<file path="src/rtl/parking_gate_controller.sv">
// Parking gate controller with two pools: reserved (uni) and public.
// Handles the entry and exit lane request handshakes, the per-lane gate-open
// timers, the time-of-day public capacity ramp, and a saturating deny counter.
module parking_gate_controller #(
    parameter int UNI_CAP    = 500,
    parameter int PUB_BASE   = 200,
    parameter int PUB_MAX    = 500,
    parameter int RAMP_START = 13,
    parameter int RAMP_STEP  = 50,
    parameter int CNT_W      = 10,
    parameter int GATE_HOLD  = 4
) (
    input  logic             clk,
    input  logic             reset_n,
    input  logic [4:0]       hour,
    input  logic             entry_req,
    input  logic             entry_uni,
    input  logic             exit_req,
    input  logic             exit_uni,
    output logic             entry_grant,
    output logic             entry_deny,
    output logic             exit_grant,
    output logic             exit_deny,
    output logic             entry_gate_open,
    output logic             exit_gate_open,
    output logic [CNT_W-1:0] uni_parked,
    output logic [CNT_W-1:0] pub_parked,
    output logic [CNT_W-1:0] pub_cap,
    output logic [CNT_W-1:0] uni_free,
    output logic [CNT_W-1:0] pub_free,
    output logic             uni_full,
    output logic             pub_full,
    output logic [15:0]      deny_count
);

    // The capacity ramp is computed with four bits of headroom so that
    // intermediate sums cannot wrap before the ceiling clamp is applied.
    localparam int CW    = CNT_W + 4;
    localparam int TMR_W = (GATE_HOLD > 1) ? $clog2(GATE_HOLD) : 1;

    localparam logic [CNT_W-1:0] UNI_CAP_C    = CNT_W'(UNI_CAP);
    localparam logic [CW-1:0]    PUB_BASE_W   = CW'(PUB_BASE);
    localparam logic [CW-1:0]    PUB_MAX_W    = CW'(PUB_MAX);
    localparam logic [CW-1:0]    RAMP_START_W = CW'(RAMP_START);
    localparam logic [CW-1:0]    RAMP_STEP_W  = CW'(RAMP_STEP);
    localparam logic [TMR_W-1:0] HOLD_INIT    = TMR_W'(GATE_HOLD - 1);

    typedef enum logic {
        GATE_IDLE = 1'b0,
        GATE_OPEN = 1'b1
    } gateState_e;

    // Lane state machines and their hold timers
    gateState_e       entryState_q, entryState_d;
    gateState_e       exitState_q,  exitState_d;
    logic [TMR_W-1:0] entryTimer_q, entryTimer_d;
    logic [TMR_W-1:0] exitTimer_q,  exitTimer_d;

    // Handshake pulses, registered so they appear the cycle after sampling
    logic entryGrant_q, entryGrant_d;
    logic entryDeny_q,  entryDeny_d;
    logic exitGrant_q,  exitGrant_d;
    logic exitDeny_q,   exitDeny_d;

    // Occupancy, capacity and statistics
    logic [CNT_W-1:0] uniParked_q, uniParked_d;
    logic [CNT_W-1:0] pubParked_q, pubParked_d;
    logic [CNT_W-1:0] pubCap_q,    pubCap_d;
    logic [15:0]      denyCount_q, denyCount_d;

    // Decision helpers, all based on the values held before the edge
    logic             entryOk;
    logic             exitOk;
    logic [4:0]       hourSat;
    logic [CW-1:0]    hourExt;
    logic [CW-1:0]    rampCap;
    logic [16:0]      denySum;

    // Public capacity for the current hour: flat before the ramp, then a
    // linear climb per hour that is clamped at the ceiling.
    always_comb begin
        hourSat = (hour > 5'd23) ? 5'd23 : hour;
        hourExt = CW'(hourSat);
        rampCap = PUB_BASE_W;
        if (hourExt >= RAMP_START_W) begin
            rampCap = PUB_BASE_W + (hourExt - RAMP_START_W) * RAMP_STEP_W;
            if (rampCap > PUB_MAX_W) begin
                rampCap = PUB_MAX_W;
            end
        end
        pubCap_d = rampCap[CNT_W-1:0];
    end

    // Whether a request sampled now would be accepted, judged against the
    // occupancy and capacity currently held in the registers.
    always_comb begin
        entryOk = 1'b0;
        exitOk  = 1'b0;
        if (entry_uni) begin
            entryOk = (uniParked_q < UNI_CAP_C);
        end else begin
            entryOk = (pubParked_q < pubCap_q);
        end
        if (exit_uni) begin
            exitOk = (uniParked_q != '0);
        end else begin
            exitOk = (pubParked_q != '0);
        end
    end

    // Entry lane: sample and decide in IDLE, then hold the barrier open.
    always_comb begin
        entryState_d = entryState_q;
        entryTimer_d = entryTimer_q;
        entryGrant_d = 1'b0;
        entryDeny_d  = 1'b0;
        unique case (entryState_q)
            GATE_IDLE: begin
                if (entry_req) begin
                    if (entryOk) begin
                        entryGrant_d = 1'b1;
                        entryState_d = GATE_OPEN;
                        entryTimer_d = HOLD_INIT;
                    end else begin
                        entryDeny_d = 1'b1;
                    end
                end
            end
            GATE_OPEN: begin
                if (entryTimer_q == '0) begin
                    entryState_d = GATE_IDLE;
                end else begin
                    entryTimer_d = entryTimer_q - TMR_W'(1);
                end
            end
            default: begin
                entryState_d = GATE_IDLE;
            end
        endcase
    end

    // Exit lane: same handshake and hold behaviour as the entry lane.
    always_comb begin
        exitState_d = exitState_q;
        exitTimer_d = exitTimer_q;
        exitGrant_d = 1'b0;
        exitDeny_d  = 1'b0;
        unique case (exitState_q)
            GATE_IDLE: begin
                if (exit_req) begin
                    if (exitOk) begin
                        exitGrant_d = 1'b1;
                        exitState_d = GATE_OPEN;
                        exitTimer_d = HOLD_INIT;
                    end else begin
                        exitDeny_d = 1'b1;
                    end
                end
            end
            GATE_OPEN: begin
                if (exitTimer_q == '0) begin
                    exitState_d = GATE_IDLE;
                end else begin
                    exitTimer_d = exitTimer_q - TMR_W'(1);
                end
            end
            default: begin
                exitState_d = GATE_IDLE;
            end
        endcase
    end

    // Occupancy follows the grants; an entry and exit of the same class in
    // one cycle cancel out. Grants already guarantee no over/underflow.
    always_comb begin
        uniParked_d = uniParked_q;
        pubParked_d = pubParked_q;
        if (entryGrant_d) begin
            if (entry_uni) begin
                uniParked_d = uniParked_d + CNT_W'(1);
            end else begin
                pubParked_d = pubParked_d + CNT_W'(1);
            end
        end
        if (exitGrant_d) begin
            if (exit_uni) begin
                uniParked_d = uniParked_d - CNT_W'(1);
            end else begin
                pubParked_d = pubParked_d - CNT_W'(1);
            end
        end
    end

    // Deny statistics: up to two denies per cycle, sticking at all-ones.
    always_comb begin
        denySum = {1'b0, denyCount_q} + {16'b0, entryDeny_d} + {16'b0, exitDeny_d};
        if (denySum > 17'h0FFFF) begin
            denyCount_d = 16'hFFFF;
        end else begin
            denyCount_d = denySum[15:0];
        end
    end

    // State register for both lanes, counters, pulses and capacity.
    always_ff @(posedge clk) begin
        if (!reset_n) begin
            entryState_q <= GATE_IDLE;
            exitState_q  <= GATE_IDLE;
            entryTimer_q <= '0;
            exitTimer_q  <= '0;
            entryGrant_q <= 1'b0;
            entryDeny_q  <= 1'b0;
            exitGrant_q  <= 1'b0;
            exitDeny_q   <= 1'b0;
            uniParked_q  <= '0;
            pubParked_q  <= '0;
            pubCap_q     <= PUB_BASE_W[CNT_W-1:0];
            denyCount_q  <= '0;
        end else begin
            entryState_q <= entryState_d;
            exitState_q  <= exitState_d;
            entryTimer_q <= entryTimer_d;
            exitTimer_q  <= exitTimer_d;
            entryGrant_q <= entryGrant_d;
            entryDeny_q  <= entryDeny_d;
            exitGrant_q  <= exitGrant_d;
            exitDeny_q   <= exitDeny_d;
            uniParked_q  <= uniParked_d;
            pubParked_q  <= pubParked_d;
            pubCap_q     <= pubCap_d;
            denyCount_q  <= denyCount_d;
        end
    end

    // Output views; free space saturates at zero when capacity has dropped
    // below the current public occupancy.
    assign entry_grant     = entryGrant_q;
    assign entry_deny      = entryDeny_q;
    assign exit_grant      = exitGrant_q;
    assign exit_deny       = exitDeny_q;
    assign entry_gate_open = (entryState_q == GATE_OPEN);
    assign exit_gate_open  = (exitState_q == GATE_OPEN);
    assign uni_parked      = uniParked_q;
    assign pub_parked      = pubParked_q;
    assign pub_cap         = pubCap_q;
    assign uni_free        = UNI_CAP_C - uniParked_q;
    assign pub_free        = (pubCap_q > pubParked_q) ? (pubCap_q - pubParked_q) : '0;
    assign uni_full        = (uni_free == '0);
    assign pub_full        = (pub_free == '0);
    assign deny_count      = denyCount_q;

endmodule

</file>
<file path="config.mk">
export PLATFORM = sky130hd
export DESIGN_NAME = parking_gate_controller
export DESIGN_NICKNAME = d
export VERILOG_FILES = /design/src/rtl/parking_gate_controller.sv
export SDC_FILE = /design/constraint.sdc
export NUM_CORES = 1
export LEC_CHECK = 0
export BUFFER_PORTS_ARGS = -buffer_cell sky130_fd_sc_hd__buf_2
export CORE_UTILIZATION = 50
export DETAILED_ROUTE_END_ITERATION = 10
export GPL_TIMING_DRIVEN = 0
export MAX_ROUTING_LAYER = met4
export PLACE_DENSITY = 0.79
export SKIP_CTS_REPAIR_TIMING = 1
export SLEW_MARGIN = 20
export SYNTH_ARGS = -nofsm -noshare
export SYNTH_HDL_FRONTEND = slang
export SYNTH_SLANG_ARGS = --single-unit
</file>
<file path="constraint.sdc">
create_clock -name clk -period 5.66 [get_ports clk]
set_input_delay 1.132 -clock clk [delete_from_list [all_inputs] [get_ports clk]]
set_output_delay 1.132 -clock clk [all_outputs]
set_load 0.1 [all_outputs]
</file>
==> impl_metrics.tcl, run 1 <==
set metrics [dict create \
    top_ports 85 \
    cts.reportedPaths.clkPinSlew_ns 0.11 \
    number_of_global_route_vias_before_repair 3912 \
    timing.final.crit_share_pct 96.5 \
    ctsHtreeMaxLevel 2 \
    cp_cell_sequence "buf_2, a21oi_1, ha_2, xnor2_2, inv_1, ha_1, ha_1, fa_1, ha_1, nor2b_4, o31a_1, o21a_1, or3_1, a211oi_2, o21ai_1, a211oi_4, or3b_1" \
    rows 34 \
    gpl.final_weighted_congestion 0.921 \
    grt_use_total_pct 23.4 \
    setup_violations 0 \
    grt_first_pass_wirelength_mm 18.0 \
    placement.io_buffers 81 \
    highest-signal-layer "met4" \
    layout.cells.most_common "sky130_fd_sc_hd__buf_2" \
    first_iter_violations 143 \
    num_vias 4241 \
    diodes 0 \
    layout_fillers 780 \
    place_hpwl_mm 8.64 \
    grt_overflow 0 \
    place.detailed.instances 748 \
    result_of_the_run "completed" \
    max_slew.worst_pin.slew_ns 0.613 \
    share_of_layout_cells_above_drive_strength_1_pct 23.6 \
    sort_of_element_at_the_end_of_the_critical_path "register" \
    timing_hold_violations_final 0 \
    dieArea_um2 9480 \
    yosysTopAreaCellShare_pct 24.2 \
    met2_wirelength_mm 5.37 \
    count_of_antenna_violating_nets_left_after_detailed_routing 0 \
    postLayoutCellArea_um2 5390 \
    synth_sequential_area_ratio_pct 24.2 \
    layout.cells.most_common_list "sky130_fd_sc_hd__buf_2, sky130_fd_sc_hd__nor2_1, sky130_fd_sc_hd__dfxtp_1, sky130_fd_sc_hd__a21oi_1, sky130_fd_sc_hd__inv_1" \
    routed_wl_mm 10.9 \
    dr_wl_met3_um 488 \
    placedInstanceArea_um2 5270 \
    core_area_um2 8760 \
    number_of_flops_mapped_to_enable_cells_by_yosys 0 \
    clkSinkCount 55 \
    yosysTopAreaCell "sky130_fd_sc_hd__dfxtp_1" \
    nNetsFinal 707 \
    grt_max_degree 19 \
    drt_pre_antenna_iters 4 \
    initial_utilization_pct 51.9 \
    utilization_pct 61.6 \
    synth_flop_cell "sky130_fd_sc_hd__dfxtp_1" \
    multi_input_comb_area_um2 3360 \
    tritoncts.num_buffers 5 \
    worst_slew_margin_rel_pct 58.6 \
    netlist_top_cells_area "sky130_fd_sc_hd__dfxtp_1, sky130_fd_sc_hd__ha_1, sky130_fd_sc_hd__xnor2_1" \
    floorplan.die.height_um 97.4 \
    chipWidth_um 97.4 \
    synth-seq-cells 55 \
    grt_antenna_before_repair 0 \
    max_cap_viol_count 0 \
    wirelength_met1_mm 4.88 \
    postSynth.asyncResetShare_pct 0 \
    timing.hold.ws_ns 0.494 \
    setup.worst_path.start_class "input port" \
    synthesis.instances 558 \
    worst_path_most_repeated_cell "sky130_fd_sc_hd__ha_1" \
    finalMaxSlewViolations 0 \
    setup_skew_after_layout_ns 0.0148 \
    synth_area_um2 4550 \
    area.growth.synth_to_final_pct 18.6 \
    fin_cells 757 \
    avgViaCountPerCell 5.60 \
    insertion_delay_to_the_later_sink_of_the_worst_skew_pair_ns 0.32 \
    post_drt_wl_per_cell_um 14.4 \
    netlist-cell-type-count 69 \
    timing_worst_setup_path_type "input port to register" \
    tritoncts_clock_tree "built" \
    remaining_drc_errors 0 \
    sequential_cell_area_um2 1130 \
    worstPathMaxFanout 9 \
    cell_type_of_the_slowest_stage_on_the_worst_timing_path "sky130_fd_sc_hd__fa_1" \
    worst_hold_path_type "register to register" \
    cp_data_required_time_ns 5.86 \
    clockBufferDepth 2 \
    finalCriticalPeriod_ns 5.46 \
    synth-warning-count 0 \
    timing.critical_path.arrival_ns 5.66 \
    clock-root-buffer "sky130_fd_sc_hd__clkbuf_8" \
    critical-path-max-stage-delay_ns 0.49 \
    fmax_ghz 0.183 \
    synth.avg_cell_area_um2 8.15 \
]
[cells in the mapped netlist (6+ instances only)]
| library cell | count |
|---|---|
| sky130_fd_sc_hd__o21a_1 | 6 |
| sky130_fd_sc_hd__inv_1 | 42 |
| sky130_fd_sc_hd__and3_1 | 6 |
| sky130_fd_sc_hd__fa_1 | 8 |
| sky130_fd_sc_hd__nand2_1 | 21 |
| sky130_fd_sc_hd__ha_1 | 40 |
| sky130_fd_sc_hd__nand2b_1 | 13 |
| sky130_fd_sc_hd__nand4_1 | 13 |
| sky130_fd_sc_hd__nor4_1 | 6 |
| sky130_fd_sc_hd__nand3_1 | 22 |
| sky130_fd_sc_hd__dfxtp_1 | 55 |
| sky130_fd_sc_hd__mux2i_1 | 8 |
| sky130_fd_sc_hd__a21oi_1 | 44 |
| sky130_fd_sc_hd__a21o_1 | 7 |
| sky130_fd_sc_hd__buf_2 | 6 |
| sky130_fd_sc_hd__nor2b_1 | 12 |
| sky130_fd_sc_hd__o21ai_0 | 13 |
| sky130_fd_sc_hd__a211oi_1 | 10 |
| sky130_fd_sc_hd__nor2_1 | 63 |
| sky130_fd_sc_hd__clkbuf_1 | 8 |
| sky130_fd_sc_hd__nor3_1 | 14 |
| sky130_fd_sc_hd__xor2_1 | 18 |
| sky130_fd_sc_hd__xnor2_1 | 39 |
[flip-flops by register name, summed over array words and instances, names as in the netlist, 2 cells and up]
register and flops:
pub_cap 9, deny_count 16, entryTimer_q 2, uni_parked 10, pub_parked 10, exitTimer_q 2
[logic make-up after synthesis]
logic type,count (synthesis),synth area share (%)
other cells,1,0.0825
fa+ha+maj,48,14.5
compound gates,122,18.8
xor+xnor,57,11.0
buf+inv,61,5.45
flops,55,24.2
simple gates,204,23.7
mux,10,2.26
[layer usage]
layer / global-route usage (%) / up-vias
met5: - / -
met4: 6.00 / 0
met3: 2.73 / 14
met2: 40.5 / 120
met1: 28.9 / 1958
li1: - / 2149
[path summary, 6_finish.rpt]
kind,end,startpoint,depth (start not counted),slack (ns)
worst max register to register,deny_count[5]$_SDFF_PN0_,pub_parked[5]$_SDFF_PN0_,16,1.44
worst min register to register,entryTimer_q[0]$_SDFFE_PN0P_,entryTimer_q[0]$_SDFFE_PN0P_,1,0.49
worst min-delay path,entryTimer_q[0]$_SDFFE_PN0P_,entryTimer_q[0]$_SDFFE_PN0P_,1,0.49
worst max-delay path,pub_cap[7]$_SDFF_PP1_,hour[4],17,0.20
[metrics by stage]
step / worst slack [ns] / TNS, ns
after floorplan: -0.194 / -0.194
after global placement: -0.244 / -0.507
after detailed placement: -0.364 / -1.47
after CTS: -0.0416 / -0.0743
after global routing: -0.00262 / -0.00262
final: 0.195 / 0
[critical path, delay by kind of cell]
family | cells | cell delay (ns)
AO/OA/AOI/OAI | 6 | 1.39
XOR/XNOR | 1 | 0.17
adder cells (fa/ha/maj) | 5 | 1.79
buffers and inverters | 2 | 0.33
AND/OR/NAND/NOR | 3 | 0.87
[cell type report]
type / instances / area share (%)
clock inverter: 3 / 0.418
tap: 108 / 2.51
multi-input combinational: 443 / 62.3
buffer: 18 / 1.83
sequential: 55 / 20.9
timing repair buffer: 82 / 7.65
clock buffer: 5 / 1.28
inverter: 43 / 3.09
Power of run 1 is not shown: default switching activity piles up to over one toggle a cycle in this logic, so the estimate is an artifact.
==> inputs of run 2 (changes only) <==
--- a/config.mk
+++ b/config.mk
@@ -6,11 +6,14 @@
 export NUM_CORES = 1
 export LEC_CHECK = 0
 export BUFFER_PORTS_ARGS = -buffer_cell sky130_fd_sc_hd__buf_2
-export CORE_UTILIZATION = 50
+export CELL_PAD_IN_SITES_DETAIL_PLACEMENT = 0
+export CELL_PAD_IN_SITES_GLOBAL_PLACEMENT = 1
+export CORE_MARGIN = 3
+export CORE_UTILIZATION = 38
 export DETAILED_ROUTE_END_ITERATION = 10
 export GPL_TIMING_DRIVEN = 0
 export MAX_ROUTING_LAYER = met4
-export PLACE_DENSITY = 0.79
+export PLACE_DENSITY = 0.81
 export SKIP_CTS_REPAIR_TIMING = 1
 export SLEW_MARGIN = 20
 export SYNTH_ARGS = -nofsm -noshare
==> run 2 against run 1 <==
Against the previous run:
- fmax rose by 2.8%
- via count shrank 0.45%
- global-route usage shrank 5.9 points
- clock-buffer cell count did not move
- worst setup slack improved by 0.15 ns
- critical path depth is the same
- core utilization down 14 points
- non-clock buffer count stayed put
- die area up 40%
- wire length increased by 4.2%
- cell area up 1.9%
- critical path type unchanged
- largest cell class unchanged
==> impl_metrics.tcl, run 2 (synthesis gave the netlist of run 1 again) <==
set metrics [dict create \
    result_of_the_run "completed" \
    tns_ns 0 \
    setup_skew_after_layout_ns 0.00865 \
    max_cap_viol_count 0 \
    layout.cells.most_common_list "sky130_fd_sc_hd__buf_2, sky130_fd_sc_hd__nor2_1, sky130_fd_sc_hd__dfxtp_1, sky130_fd_sc_hd__a21oi_1" \
    area.growth.synth_to_final_pct 20.9 \
    layout.cells.most_common "sky130_fd_sc_hd__buf_2" \
    core_area_um2 11600 \
    max_slew.worst_pin.slew_ns 0.639 \
    finalCriticalPeriod_ns 5.32 \
    cp_data_required_time_ns 5.84 \
    chipWidth_um 115 \
    post_drt_wl_per_cell_um 14.3 \
    critical-path-max-stage-delay_ns 0.49 \
    grt_first_pass_wirelength_mm 18.4 \
    cell_type_of_the_slowest_stage_on_the_worst_timing_path "sky130_fd_sc_hd__fa_1" \
    worst-r2r-setup-slack_ns 1.45 \
    remaining_drc_errors 0 \
    count_of_antenna_violating_nets_left_after_detailed_routing 0 \
    timing.hold.ws_ns 0.483 \
    dieArea_um2 13300 \
    cp_cell_sequence "buf_2, a21oi_1, ha_2, xnor2_2, inv_2, ha_1, ha_1, fa_1, ha_1, nor2b_4, o31a_1, o21a_1, or3_1, a211oi_2, o21ai_1, a211oi_4, or3b_1" \
    utilization_pct 47.5 \
    place_hpwl_mm 9.18 \
    gpl.final_weighted_congestion 0.912 \
    largest_reg_flops 16 \
    avgViaCountPerCell 5.33 \
    setup.worst_path.start_class "input port" \
    grt_use_total_pct 17.5 \
    worst_hold_path_type "register to register" \
    first_iter_violations 159 \
    rows 39 \
    grt_overflow 0 \
    tritoncts.num_buffers 5 \
    grt_max_degree 19 \
    clockBufferDepth 2 \
    timing_hold_violations_final 0 \
    sort_of_element_at_the_end_of_the_critical_path "register" \
    top_ports 85 \
    worst_slew_margin_rel_pct 57.4 \
    num_vias 4222 \
    timing.final.crit_share_pct 93.9 \
    ctsHtreeMaxLevel 2 \
    diodes 0 \
    fmax_ghz 0.188 \
    nNetsFinal 707 \
    drt_pre_antenna_iters 4 \
    insertion_delay_to_the_later_sink_of_the_worst_skew_pair_ns 0.30 \
    clock-root-buffer "sky130_fd_sc_hd__clkbuf_16" \
    number_of_global_route_vias_before_repair 4013 \
    setup_violations 0 \
    clkSinkCount 55 \
    placement.io_buffers 81 \
    worstPathMaxFanout 9 \
    share_of_layout_cells_above_drive_strength_1_pct 23.7 \
    initial_utilization_pct 39.3 \
    finalMaxSlewViolations 0 \
    grt_antenna_before_repair 0 \
    timing_worst_setup_path_type "input port to register" \
    worst_path_most_repeated_cell "sky130_fd_sc_hd__ha_1" \
    rsz0062_at_grt "no" \
    floorplan.die.height_um 115 \
    tritoncts_clock_tree "built" \
    layout_fillers 1171 \
    routed_wl_mm 11.3 \
    timing.critical_path.arrival_ns 5.49 \
    cts.reportedPaths.clkPinSlew_ns 0.07 \
]
==> run 2: cell types whose count changed in the layout (fill, tap and decap cells not counted), sizes merged <==
cell | before | now
clkinv | 2 | 3
inv | 44 | 43
==> run 2: final timing paths <==
check,startpoint,depth (start not counted),end
worst max-delay path,hour[4],17,pub_cap[7]$_SDFF_PP1_
worst min-delay path,exitTimer_q[0]$_SDFFE_PN0P_,1,exitTimer_q[0]$_SDFFE_PN0P_
worst max register to register,pub_parked[5]$_SDFF_PN0_,16,deny_count[6]$_SDFF_PN0_
worst min register to register,exitTimer_q[0]$_SDFFE_PN0P_,1,exitTimer_q[0]$_SDFFE_PN0P_
==> run 2: per-layer routing <==
metal	vias to the layer above	track usage (%)	part of all wire [%]
met3	17	1.74	2.5
li1	2153	-	-
met1	1986	20.7	45
met5	-	-	0
met4	0	5.56	2.1
met2	66	31.1	51
==> run 2: final cells by class <==
type	count	area [µm²]	area share, %
flip-flops and latches	55	1130	20.6
inverters	43	166	3.03
multi-input cells	443	3360	61.2
well taps	143	179	3.26
clock inverters	3	22.5	0.410
repair buffers	82	413	7.51
plain buffers	18	98.8	1.80
clock buffers	5	125	2.28
==> run 2: per-stage QoR <==
stage               setup slack, ns  instance area (µm²)  std cells
global route                 0.0372                 5500        792
floorplan                    -0.194                 4730        559
CTS                         -0.0643                 5460        791
finish                        0.343                 5500        792
detailed placement           -0.350                 5310        783
global placement             -0.288                 5310        783
==> run 2: critical path, delay by kind of cell <==
family | cells | cell delay, ns
adders and majority gates | 5 | 1.76
AOI/OAI and AO/OA | 6 | 1.30
and+or+nand+nor | 3 | 0.85
buffers and inverters | 2 | 0.28
xor gates and xnor gates | 1 | 0.18
Power of run 2 is left out for the same reason.
